[src/rtl/range_parser.sv]
// Byte-serial ASCII parser for "lo-hi,lo-hi,...\n" range lists.
// Each range is presented as binary min/max plus the even-rounded digit
// length of min on a valid/ready port.
// Optional feature macro: PARSE_ERR_EN adds a sticky parse_err output.
module range_parser #(
    parameter int unsigned VAL_W = 40,
    parameter int unsigned LEN_W = 4
) (
    input  logic             clk,
    input  logic             rst,
    input  logic             in_valid,
    input  logic [7:0]       in_data,
    output logic             in_ready,
    output logic             rng_valid,
    input  logic             rng_ready,
    output logic [VAL_W-1:0] min,
    output logic [VAL_W-1:0] max,
    output logic [LEN_W-1:0] adjLen,
`ifdef PARSE_ERR_EN
    output logic             parse_err,
`endif
    output logic             list_done
);

    localparam logic [7:0] CH_LF    = 8'h0A;
    localparam logic [7:0] CH_CR    = 8'h0D;
    localparam logic [7:0] CH_SP    = 8'h20;
    localparam logic [7:0] CH_COMMA = 8'h2C;
    localparam logic [7:0] CH_DASH  = 8'h2D;
    localparam logic [7:0] CH_0     = 8'h30;
    localparam logic [7:0] CH_9     = 8'h39;

    localparam int unsigned ADJ_MIN = 2;
    localparam int unsigned ADJ_CAP = 14;
    localparam logic [LEN_W-1:0] CNT_MAX = '1;

    typedef enum logic [1:0] {
        S_MIN  = 2'd0,
        S_MAX  = 2'd1,
        S_EMIT = 2'd2
    } state_e;

    state_e            state_q, state_d;
    logic [VAL_W-1:0]  acc_q, acc_d;
    logic [VAL_W-1:0]  lo_q, lo_d;
    logic [LEN_W-1:0]  cnt_q, cnt_d;
    logic [VAL_W-1:0]  min_q, min_d;
    logic [VAL_W-1:0]  max_q, max_d;
    logic [LEN_W-1:0]  adj_q, adj_d;
    logic              nl_q, nl_d;
    logic              done_q, done_d;

    logic              take;
    logic              is_digit;
    logic              is_term;
    logic [3:0]        digit;
    logic [VAL_W-1:0]  acc_mac;

    // Round a digit count up to even, floor of 2, capped at 14.
    function automatic logic [LEN_W-1:0] round_len(input logic [LEN_W-1:0] c);
        logic [LEN_W:0] r;
        if (c <= LEN_W'(ADJ_MIN))
            r = (LEN_W+1)'(ADJ_MIN);
        else if (c[0])
            r = {1'b0, c} + (LEN_W+1)'(1);
        else
            r = {1'b0, c};
        if (r > (LEN_W+1)'(ADJ_CAP))
            r = (LEN_W+1)'(ADJ_CAP);
        return r[LEN_W-1:0];
    endfunction

    // Byte classification and decimal multiply-accumulate (wraps mod 2^VAL_W).
    always_comb begin
        take     = in_valid && (state_q != S_EMIT);
        is_digit = (in_data >= CH_0) && (in_data <= CH_9);
        is_term  = (in_data == CH_COMMA) || (in_data == CH_LF);
        digit    = in_data[3:0];
        acc_mac  = acc_q * VAL_W'(10) + VAL_W'(digit);
    end

`ifdef PARSE_ERR_EN
    logic              err_q, err_d;
    logic [VAL_W+3:0]  prod_wide;
    logic              ovf;
    logic              legal;

    // Sticky error: illegal byte, repeated '-', or accumulator overflow.
    always_comb begin
        prod_wide = {4'b0000, acc_q} * (VAL_W+4)'(10) + (VAL_W+4)'(digit);
        ovf       = |prod_wide[VAL_W+3:VAL_W];
        legal     = is_digit || is_term || (in_data == CH_DASH) ||
                    (in_data == CH_CR) || (in_data == CH_SP);
        err_d     = err_q;
        if (take && (!legal || (is_digit && ovf) ||
                     (state_q == S_MAX && in_data == CH_DASH)))
            err_d = 1'b1;
    end

    assign parse_err = err_q;
`endif

    // Next-state and datapath update.
    always_comb begin
        state_d = state_q;
        acc_d   = acc_q;
        lo_d    = lo_q;
        cnt_d   = cnt_q;
        min_d   = min_q;
        max_d   = max_q;
        adj_d   = adj_q;
        nl_d    = nl_q;
        done_d  = 1'b0;
        unique case (state_q)
            S_MIN: begin
                if (take) begin
                    if (is_digit) begin
                        acc_d = acc_mac;
                        // leading zeros do not count toward the length
                        if (((acc_q != '0) || (digit != 4'd0)) && (cnt_q != CNT_MAX))
                            cnt_d = cnt_q + LEN_W'(1);
                    end else if (in_data == CH_DASH) begin
                        lo_d    = acc_q;
                        acc_d   = '0;
                        state_d = S_MAX;
                    end else if (is_term) begin
                        min_d   = acc_q;
                        max_d   = acc_q;
                        adj_d   = round_len(cnt_q);
                        nl_d    = (in_data == CH_LF);
                        state_d = S_EMIT;
                    end
                end
            end
            S_MAX: begin
                if (take) begin
                    if (is_digit) begin
                        acc_d = acc_mac;
                    end else if (is_term) begin
                        min_d   = lo_q;
                        max_d   = acc_q;
                        adj_d   = round_len(cnt_q);
                        nl_d    = (in_data == CH_LF);
                        state_d = S_EMIT;
                    end
                end
            end
            S_EMIT: begin
                if (rng_ready) begin
                    acc_d   = '0;
                    lo_d    = '0;
                    cnt_d   = '0;
                    done_d  = nl_q;
                    state_d = S_MIN;
                end
            end
            default: state_d = S_MIN;
        endcase
    end

    // State and datapath registers; reset drops any partial range.
    always_ff @(posedge clk or posedge rst) begin
        if (rst) begin
            state_q <= S_MIN;
            acc_q   <= '0;
            lo_q    <= '0;
            cnt_q   <= '0;
            min_q   <= '0;
            max_q   <= '0;
            adj_q   <= '0;
            nl_q    <= 1'b0;
            done_q  <= 1'b0;
`ifdef PARSE_ERR_EN
            err_q   <= 1'b0;
`endif
        end else begin
            state_q <= state_d;
            acc_q   <= acc_d;
            lo_q    <= lo_d;
            cnt_q   <= cnt_d;
            min_q   <= min_d;
            max_q   <= max_d;
            adj_q   <= adj_d;
            nl_q    <= nl_d;
            done_q  <= done_d;
`ifdef PARSE_ERR_EN
            err_q   <= err_d;
`endif
        end
    end

    assign in_ready  = (state_q != S_EMIT);
    assign rng_valid = (state_q == S_EMIT);
    assign min       = min_q;
    assign max       = max_q;
    assign adjLen    = adj_q;
    assign list_done = done_q;

endmodule
[config.mk]
export PLATFORM = sky130hd
export DESIGN_NAME = range_parser
export DESIGN_NICKNAME = d
export VERILOG_FILES = /design/src/rtl/range_parser.sv
export SDC_FILE = /design/constraint.sdc
export NUM_CORES = 1
export LEC_CHECK = 0
export BUFFER_PORTS_ARGS = -buffer_cell sky130_fd_sc_hd__buf_2
export CAP_MARGIN = 10
export CORE_MARGIN = 2
export CORE_UTILIZATION = 35
export CTS_CLUSTER_DIAMETER = 50
export DETAILED_ROUTE_END_ITERATION = 6
export HOLD_SLACK_MARGIN = 0.02
export SLEW_MARGIN = 20
export SYNTH_ARGS = -nofsm -noshare
export SYNTH_HDL_FRONTEND = slang
export SYNTH_SLANG_ARGS = --single-unit
[constraint.sdc]
create_clock -name clk -period 8.3 [get_ports clk]
set_input_delay 1.66 -clock clk [delete_from_list [all_inputs] [get_ports clk]]
set_output_delay 1.66 -clock clk [all_outputs]
set_load 0.05 [all_outputs]
Word-level counts from Yosys, hierarchy flattened

Index checks and enable logic that the tools add are counted.

Input bits: 12
Word-level logic and storage cells: 123
Bits in registers: 172
Output and inout port bits: 87

Muxes and demuxes: 68
Order comparisons: 5
Add/subtract/negate cells: 3
$mul: 1
Reductions and logical operators: 17
Eq/ne operators: 20

Operators by type and width:

| cell                    | count |
|---|---|
| $mux W40                | 22 |
| $pmux W40 S2            | 3 |
| $pmux W40 S3            | 1 |
| $mux W4                 | 13 |
| $mux W5                 | 10 |
| $add A40 B4 Y40         | 1 |
| $mul A40 B3 Y39 const B | 1 |
| $reduce_bool A40 Y1     | 1 |
| $ne A2 B2 Y1 const B    | 12 |
| $eq A8 B6 Y1 const B    | 2 |
| $pmux W4 S2             | 2 |
| $reduce_and A5 Y1       | 3 |
| $mux W2                 | 7 |
| $reduce_and A6 Y1       | 2 |
| $gt A5 B4 Y1 const B    | 2 |
| $eq A8 B4 Y1 const B    | 1 |
| $ge A8 B6 Y1 const B    | 1 |
| $le A8 B6 Y1 const B    | 1 |
| $mux W1                 | 8 |
| $reduce_and A8 Y1       | 1 |
| $pmux W2 S3             | 1 |
| $add A4 B1 Y5 const B   | 1 |
| $add A4 B1 Y4 const B   | 1 |
| $le A4 B2 Y1 const B    | 1 |
| other kinds (12)        | 16 |

Depth between registers and ports, before layout

Gate-level depths: netlist of the first run.

Depth after elaboration: 15
Mapped depth: 14
Depth with buffers taken out: 14

Worst setup path after synthesis of the first run

Ideal clock, no wire load.

Path type: input to register
Start point: in in_data[1]
End point: reg acc_q[37]
Path slack: 3.864 ns
Buffers on the path: 0
Arrival: 4.307 ns
Library setup time: 0.129 ns
Data required time: 8.171 ns
Cell stages on the path: 12
Cells stage by stage: ha_1 > fa_1 > a21o_1 > nand2_1 > nor3b_1 > nand3_1 > or3b_1 > or4_1 > nand3b_4 > nor4_1 > xor2_1 > o21ai_1

Word-level cells in the longest chain between the ends: 5
Elaborated cells on any way between the ends: 13
Classes of those cells: 1 x add/sub; 2 x order compare; 3 x eq/ne; 5 x mux; 2 x reduce/logical

Ends and longest elaborated chain:

| what                                                                    | line | RTL |
|---|---|---|
| from (decl)                                                             | 12   | `input logic [7:0] in_data,` |
| parallel branches: the longest is 5 deep, another holds $add A40 B4 Y40 | --   |  |
| to (signal assigned)                                                    | 165  | `acc_q <= '0;` |
| to (signal assigned)                                                    | 178  | `acc_q <= acc_d;` |
| to (decl)                                                               | 44   | `logic [VAL_W-1:0] acc_q, acc_d;` |

Several ways; the timed one is not identified. The select of a mux whose other input is x is not followed.
A chain may end at the register's enable or synchronous reset.

Final worst setup path of the first run

Start point: reg acc_q[21]
End point: reg acc_q[38]

Word-level cells in the longest chain between the ends: 5
Elaborated cells on any way between the ends: 7
Classes of those cells: 1 x add/sub; 1 x mul; 5 x mux

Ends and longest elaborated chain:

| what                               | line     | RTL |
|---|---|---|
| $mul A40 B3 Y39 (*)                | 79       | `acc_mac = acc_q * VAL_W'(10) + VAL_W'(digit);` |
| $add A40 B4 Y40 (*)                | 79       |  |
| $mux W40, on equally long branches | 137, 117 |  |
| $mux W40, on equally long branches | 136, 116 |  |
| $pmux W40 S3 (*)                   | 114      | `unique case (state_q)` |

Mark *: on every way between the ends. The rest lies on a longest branch, timed or not. The select of a mux whose other input is x is not followed.

==> impl_metrics.py, run 1 <==
metrics = {
    "clock_network": {
        "clkLatencyLatePin_ps": 430,
        "holdBufCountCts": 0,
        "path_clk_slew_ps": 70,
        "cts-root-buf": "clkbuf_16",
        "cts.sinks": 171,
        "clk_path_buf_depth": 2,
        "cts_made_buffers": 17,
        "cts_resized": 0,
        "cts_setup_buffers": 0,
        "cts_tree": "yes",
        "cts-htree-levels": 4,
    },
    "layout": {
        "instances_no_fill": 1650,
        "fill_cells": 3052,
        "regArea_mm2": 0.00428,
        "area_growth_pct": 13.3,
        "drive_gt1_share_pct": 16.5,
        "nNetsFinal": 1334,
        "insertedDiodeCount": 0,
        "multi_input_area_mm2": 0.00628,
        "final_area_mm2": 0.0123,
    },
    "yosys": {
        "synth-seq-cells": 171,
        "synthCells": 1178,
        "synth_edf_count": 0,
        "synth.distinct_cells": 80,
        "synthesis.area_mm2": 0.0109,
        "synth_top_area_share_pct": 39.4,
        "synth.yosys.seq_area_share_pct": 39.4,
        "synthArstFlopShare_pct": 100,
        "synth_fp_nets": 1271,
        "syn_avg_cell_area_um2": 9.23,
        "yosysTopAreaCell": "dfrtp_1",
        "synthTopCellsByArea": "dfrtp_1 39%, ha_1 9.1%, nand2_1 7.4%",
        "synth_ff_type": "dfrtp_1",
        "yosysWarnings": 0,
    },
    "timing": {
        "setup_ws_ps": 3630,
        "finalHoldViolCount": 0,
        "worst_slew_pin_slew_ps": 933,
        "max_freq_ghz": 0.214,
        "slew_headroom_pct": 37.8,
        "finalClockSkew_ps": 7.17,
        "rsz0062_at_grt": "no",
        "fin_crit_ps": 4670,
        "holdWs_ps": 465,
        "min_period_over_period_pct": 56.2,
        "fin_setup_tns_ps": 0,
        "finalSetupViolations": 0,
        "final_max_slew_viol_count": 0,
    },
    "setup_path": {
        "startpoint_type": "flip-flop",
        "crit_path_end_kind": "flip-flop",
        "cp.arrival_ps": 4980,
        "critical_path_required_ps": 8620,
        "crit_fanout": 13,
        "worstSetupPathType": "reg2reg",
    },
    "run_status": {
        "status": "completed",
    },
    "routing": {
        "routed_wl_um": 28400,
        "wl_per_cell_um": 17.2,
        "final_antenna_net_count": 0,
        "drtIter0Drc": 628,
        "route.detailed.drc": 0,
        "vias": 8914,
        "vias_per_cell": 5.40,
        "dr.pass1.iters": 5,
    },
    "global_route": {
        "grt_max_degree": 104,
        "grt_usage_pct": 17.6,
        "grt_pass1_wl_um": 46700,
        "antenna_found_initial": 0,
        "grt_pass1_vias": 8590,
        "grt_overflow": 0,
    },
    "hold_path": {
        "hp-class": "reg2reg",
    },
    "die": {
        "pin_count": 99,
        "dieArea_mm2": 0.0325,
        "die_y_um": 180,
        "start_util_pct": 35.5,
        "rows": 64,
        "core_area_mm2": 0.0306,
        "die_x_um": 180,
    },
    "placement": {
        "place_congestion": 0.886,
        "dp_hpwl_um": 20700,
        "place_inst": 1618,
        "dpl_cell_area_mm2": 0.0117,
        "place_ws_ps": 3380,
        "portBuffers": 97,
    },
    "flow_run": {
        "drv_cap": 0,
    },
    "power": {
        "power_density_mw_per_mm2": 189,
        "ir_drop_uv": 147,
        "leakagePower_nw": 6.08,
    },
}
-- logic make-up after synthesis --
family / after synthesis / share of synthesized area, %
XOR/XNOR: 61 / 4.98
AND/OR/NAND/NOR: 444 / 19.8
AO/OA/AOI/OAI: 252 / 14.9
adder cells (fa/ha/maj): 81 / 9.46
other: 1 / 0.0345
multiplexers: 88 / 8.57
flip-flops: 171 / 39.4
buffers and inverters: 80 / 2.95
-- synth_stat cells (4+ instances only) --
cell type,number
nor4_1,17
or3_1,7
o21a_1,15
ha_1,79
and3_1,7
o31ai_1,4
or2_2,5
nor2_1,42
a21oi_1,39
nand3_1,58
a211oi_1,5
mux2_2,41
nand2_1,214
dfrtp_1,171
nor3_1,18
o21ai_1,6
nor2b_1,9
and4_1,4
mux2i_1,47
o211a_1,5
inv_1,15
nand2b_1,8
a31oi_1,5
o21ai_0,98
xnor2_1,34
o211ai_1,11
clkbuf_1,50
and2_1,9
nand4_1,19
xor2_1,26
buf_2,13
a21o_1,16
o21bai_1,4
-- state kept, by name, indices dropped and copies added, names as in the netlist --
name	cells
lo_q	40
adjLen	3
acc_q	40
min	40
nl_q	1
list_done	1
max	40
state_q	2
cnt_q	4
-- worst max-delay path, stage by stage (launching register included) --
cell and delay [ps]:
dfrtp_1 580, ha_1 300, ha_1 500, nand2_1 120, o2111a_1 260, o21ai_0 440
mux2_2 400, a311oi_1 480, and3_1 290, or4b_4 530, nor4_4 310, nor2_1 80
a221o_1 260
-- report_power, final --
part           internal [mW]  switching [mW]
Clock                  0.528           0.330
Sequential             0.868          0.0693
Combinational          0.195           0.334
-- cell usage in the layout (no fill, tap or decap), drive strengths merged, types with 7 or more instances in the layout --
cell type	netlist	routed
buf	14	108
nand2b	8	8
o21a	15	15
dfrtp	171	171
o21ai	104	104
nand4	19	19
or3	7	7
clkbuf	50	22
nor2b	9	9
a21o	16	16
xnor2	34	34
mux2i	47	47
o211ai	11	11
xor2	27	27
inv	15	16
nor2	42	42
nor4	21	21
and2	9	9
mux2	41	41
nor3	19	19
nand2	215	215
and3	7	7
ha	79	79
nand3	58	58
a21oi	42	42
-- cell type report --
type | instances | share of cell area (%)
well taps | 396 | 4.02
clock buffers | 22 | 3.85
repair buffers | 108 | 4.61
multi-input cells | 927 | 51.0
flip-flops and latches | 171 | 34.7
clock inverters | 10 | 1.32
inverters | 16 | 0.528
-- through the flow --
stage	util, %	power [mW]
floorplan	-	1.35
CTS	40.3	2.34
global placement	38.2	1.47
finish	40.3	2.32
detailed placement	38.2	1.48
global route	40.3	2.43
-- path summary, 6_finish.rpt --
| kind | startpoint | end | slack (ps) | cells after the start |
|---|---|---|---|---|
| hold / removal | lo_q[13] | lo_q[13] | 460 | 2 |
| setup / recovery | acc_q[21] | acc_q[38] | 3630 | 12 |
| max in group asynchronous | rst | max[3] | 5440 | 3 |
| setup reg to reg | acc_q[21] | acc_q[38] | 3630 | 12 |
| hold reg to reg | lo_q[13] | lo_q[13] | 460 | 2 |
| min in group asynchronous | rst | min[32] | 1450 | 2 |
-- metal layers --
layer	share of wire (%)	up-vias	GRT usage, %	wire [um]
met5	0	-	0	0
met4	2.5	0	6.29	706
met3	4.3	35	2.45	1220
met2	45	238	27.5	12700
met1	49	4271	25.0	13800
li1	-	4370	-	-
(Power assumes the default switching activity.)
==> run 2, diff against run 1 <==
ABC_AREA = 1   (was unset)
clock period = 4.6 ns   (was 8.3 ns; I/O delays follow)
==> run 2 against run 1 <==
First-iteration DRC count rose by 33%. Sequential power rose to 2.6 times the previous value. Power rose to 3.4 times the previous value. Largest cell class unchanged. Highest routed layer unchanged.
==> impl_metrics.py, run 2 <==
metrics = {
    "yosys": {
        "synth.distinct_cells": 43,
        "synth-seq-cells": 171,
        "synthTopCellsByArea": "dfrtp_1 36%, nand2_1 17%, ha_1 8.4%",
        "synthArstFlopShare_pct": 100,
        "synthCells": 1708,
        "yosysWarnings": 0,
        "synth.yosys.seq_area_share_pct": 36.4,
        "synth_common_cells": "525 x nand2_1, 263 x inv_1, 171 x dfrtp_1",
        "synthesis.area_mm2": 0.0118,
        "synth_edf_count": 0,
        "synth_top_area_share_pct": 36.4,
        "yosysTopAreaCell": "dfrtp_1",
        "yosysMostFrequentCell": "nand2_1",
        "synth_ff_type": "dfrtp_1",
        "syn_avg_cell_area_um2": 6.88,
        "synth_fp_nets": 1801,
    },
    "timing": {
        "finalSetupViolations": 0,
        "max_freq_ghz": 0.282,
        "final_max_slew_viol_count": 0,
        "finalHoldViolCount": 0,
        "min_period_over_period_pct": 77.1,
        "fin_crit_ps": 3550,
        "rsz0062_at_grt": "no",
        "finalClockSkew_ps": 9.91,
        "slew_headroom_pct": 36.3,
        "fin_setup_tns_ps": 0,
        "worst_slew_pin_slew_ps": 954,
    },
    "clock_network": {
        "cts-htree-levels": 4,
        "cts_setup_buffers": 0,
        "cts_resized": 0,
        "cts-root-buf": "clkbuf_16",
        "path_clk_slew_ps": 70,
        "clkLatencyLatePin_ps": 430,
        "holdBufCountCts": 0,
        "cts_made_buffers": 17,
        "cts.sinks": 171,
        "cts_tree": "yes",
        "clk_path_buf_depth": 2,
    },
    "setup_path": {
        "reg2reg_to": "acc_q[10]",
        "rrSetupSlack_ps": 1050,
        "crit_path_end_kind": "flip-flop",
        "worstSetupPathType": "reg2reg",
        "startpoint": "state_q[0]",
        "rr_startpoint": "state_q[0]",
        "startpoint_type": "flip-flop",
        "cp.arrival_ps": 3890,
        "critical_path_required_ps": 4950,
        "critical_path.endpoint": "acc_q[10]",
        "r2r_cells": 12,
        "crit_fanout": 30,
    },
    "routing": {
        "vias_per_cell": 4.93,
        "final_antenna_net_count": 0,
        "drtIter0Drc": 837,
        "dr.pass1.iters": 5,
        "vias": 11100,
        "route.detailed.drc": 0,
        "wl_per_cell_um": 15.2,
        "routed_wl_um": 34200,
    },
    "die": {
        "rows": 67,
        "start_util_pct": 35.3,
        "dieArea_mm2": 0.0351,
        "die_y_um": 187,
        "die_x_um": 187,
        "pin_count": 99,
        "core_area_mm2": 0.0333,
    },
    "global_route": {
        "grt_max_degree": 77,
        "grt_usage_pct": 20.0,
        "grt_overflow": 0,
        "antenna_found_initial": 0,
        "grt_pass1_wl_um": 56100,
        "grt_pass1_vias": 10700,
    },
    "power": {
        "leakagePower_nw": 6.83,
        "power.internal_mw": 3.88,
        "p_comb_share_pct": 50.4,
        "seqPwrFrac_pct": 31.7,
        "ir_drop_uv": 311,
        "switching_share_pct": 50.6,
        "clockPowerShare_pct": 17.9,
        "power_density_mw_per_mm2": 588,
        "power_switching_mw": 3.96,
    },
    "layout": {
        "area_growth_pct": 13.5,
        "nNetsFinal": 1880,
        "final_area_mm2": 0.0133,
        "drive_gt1_share_pct": 12.0,
        "mostFrequentLayoutCell": "nand2_1",
        "insertedDiodeCount": 0,
        "layout_common_cells": "524 x nand2_1, 262 x inv_1, 171 x dfrtp_1",
    },
    "run_status": {
        "status": "completed",
    },
    "placement": {
        "dpl_cell_area_mm2": 0.0128,
        "portBuffers": 97,
        "dp_hpwl_um": 26900,
        "place_congestion": 0.908,
    },
    "flow_run": {
        "drv_cap": 0,
    },
    "hold_path": {
        "hp-class": "reg2reg",
    },
}
[run 2: logic make-up after synthesis]
group,count (synthesis),share of synthesized area [%]
adders and majority gates,81,8.75
other,1,0.0319
buffers and inverters,325,10.5
and+or+nand+nor,890,32.7
AOI/OAI and AO/OA,226,10.6
xor gates and xnor gates,14,1.11
DFF,171,36.4
[run 2: worst min path at each step]
stage                 start         to  cells after the start
finish              max[19]    max[19]                      2
global route        max[31]    max[31]                      2
CTS                 max[19]    max[19]                      2
detailed placement  max[35]    max[35]                      2
global placement    max[19]    max[19]                      2
floorplan              nl_q  list_done                      2
[run 2: layout make-up]
class,instances,area [um^2]
sequential,171,4280
tap,448,561
timing repair buffer,110,633
clock inverter,12,115
multi-input combinational,1212,6260
fill,3533,19900
inverter,275,1040
clock buffer,20,457
[run 2: power groups by stage]
stage               Clock [mW]  Combinational [mW]  Sequential, mW
floorplan                    0                2.55            2.59
global placement             0                3.89            2.50
detailed placement           0                3.93            2.50
CTS                       1.43                3.94            2.48
global route              1.50                4.44            2.54
finish                    1.41                3.95            2.48
[run 2: worst max-delay path, cell delays in order (launching register included)]
cell and delay [ps]:
dfrtp_1 350, inv_1 80, ha_1 290, inv_1 400
nand2_1 140, a221oi_1 300, nand2_1 350, inv_1 160
nand2_1 60, buf_4 190, inv_1 700, o21ai_0 230
o22ai_1 170
[run 2: through the flow]
stage | worst slack, ps | total power, mW | util [%] | instances | hold WS, ps
after floorplan | 1500 | 5.14 | - | 1708 | 457
after CTS | 1030 | 7.85 | 40.1 | 2248 | 483
after global routing | 677 | 8.48 | 40.1 | 2248 | 511
after detailed placement | 737 | 6.43 | 38.4 | 2216 | 466
after global placement | 875 | 6.39 | 38.3 | 2215 | 459
final | 1050 | 7.84 | 40.1 | 2248 | 477
[run 2: per-layer routing]
| metal | track usage, % | share of wire, % |
|---|---|---|
| met1 | 28.3 | 49 |
| met2 | 32.3 | 45 |
| met3 | 2.57 | 4.4 |
| met4 | 4.85 | 1.4 |
| met5 | 0 | 0 |
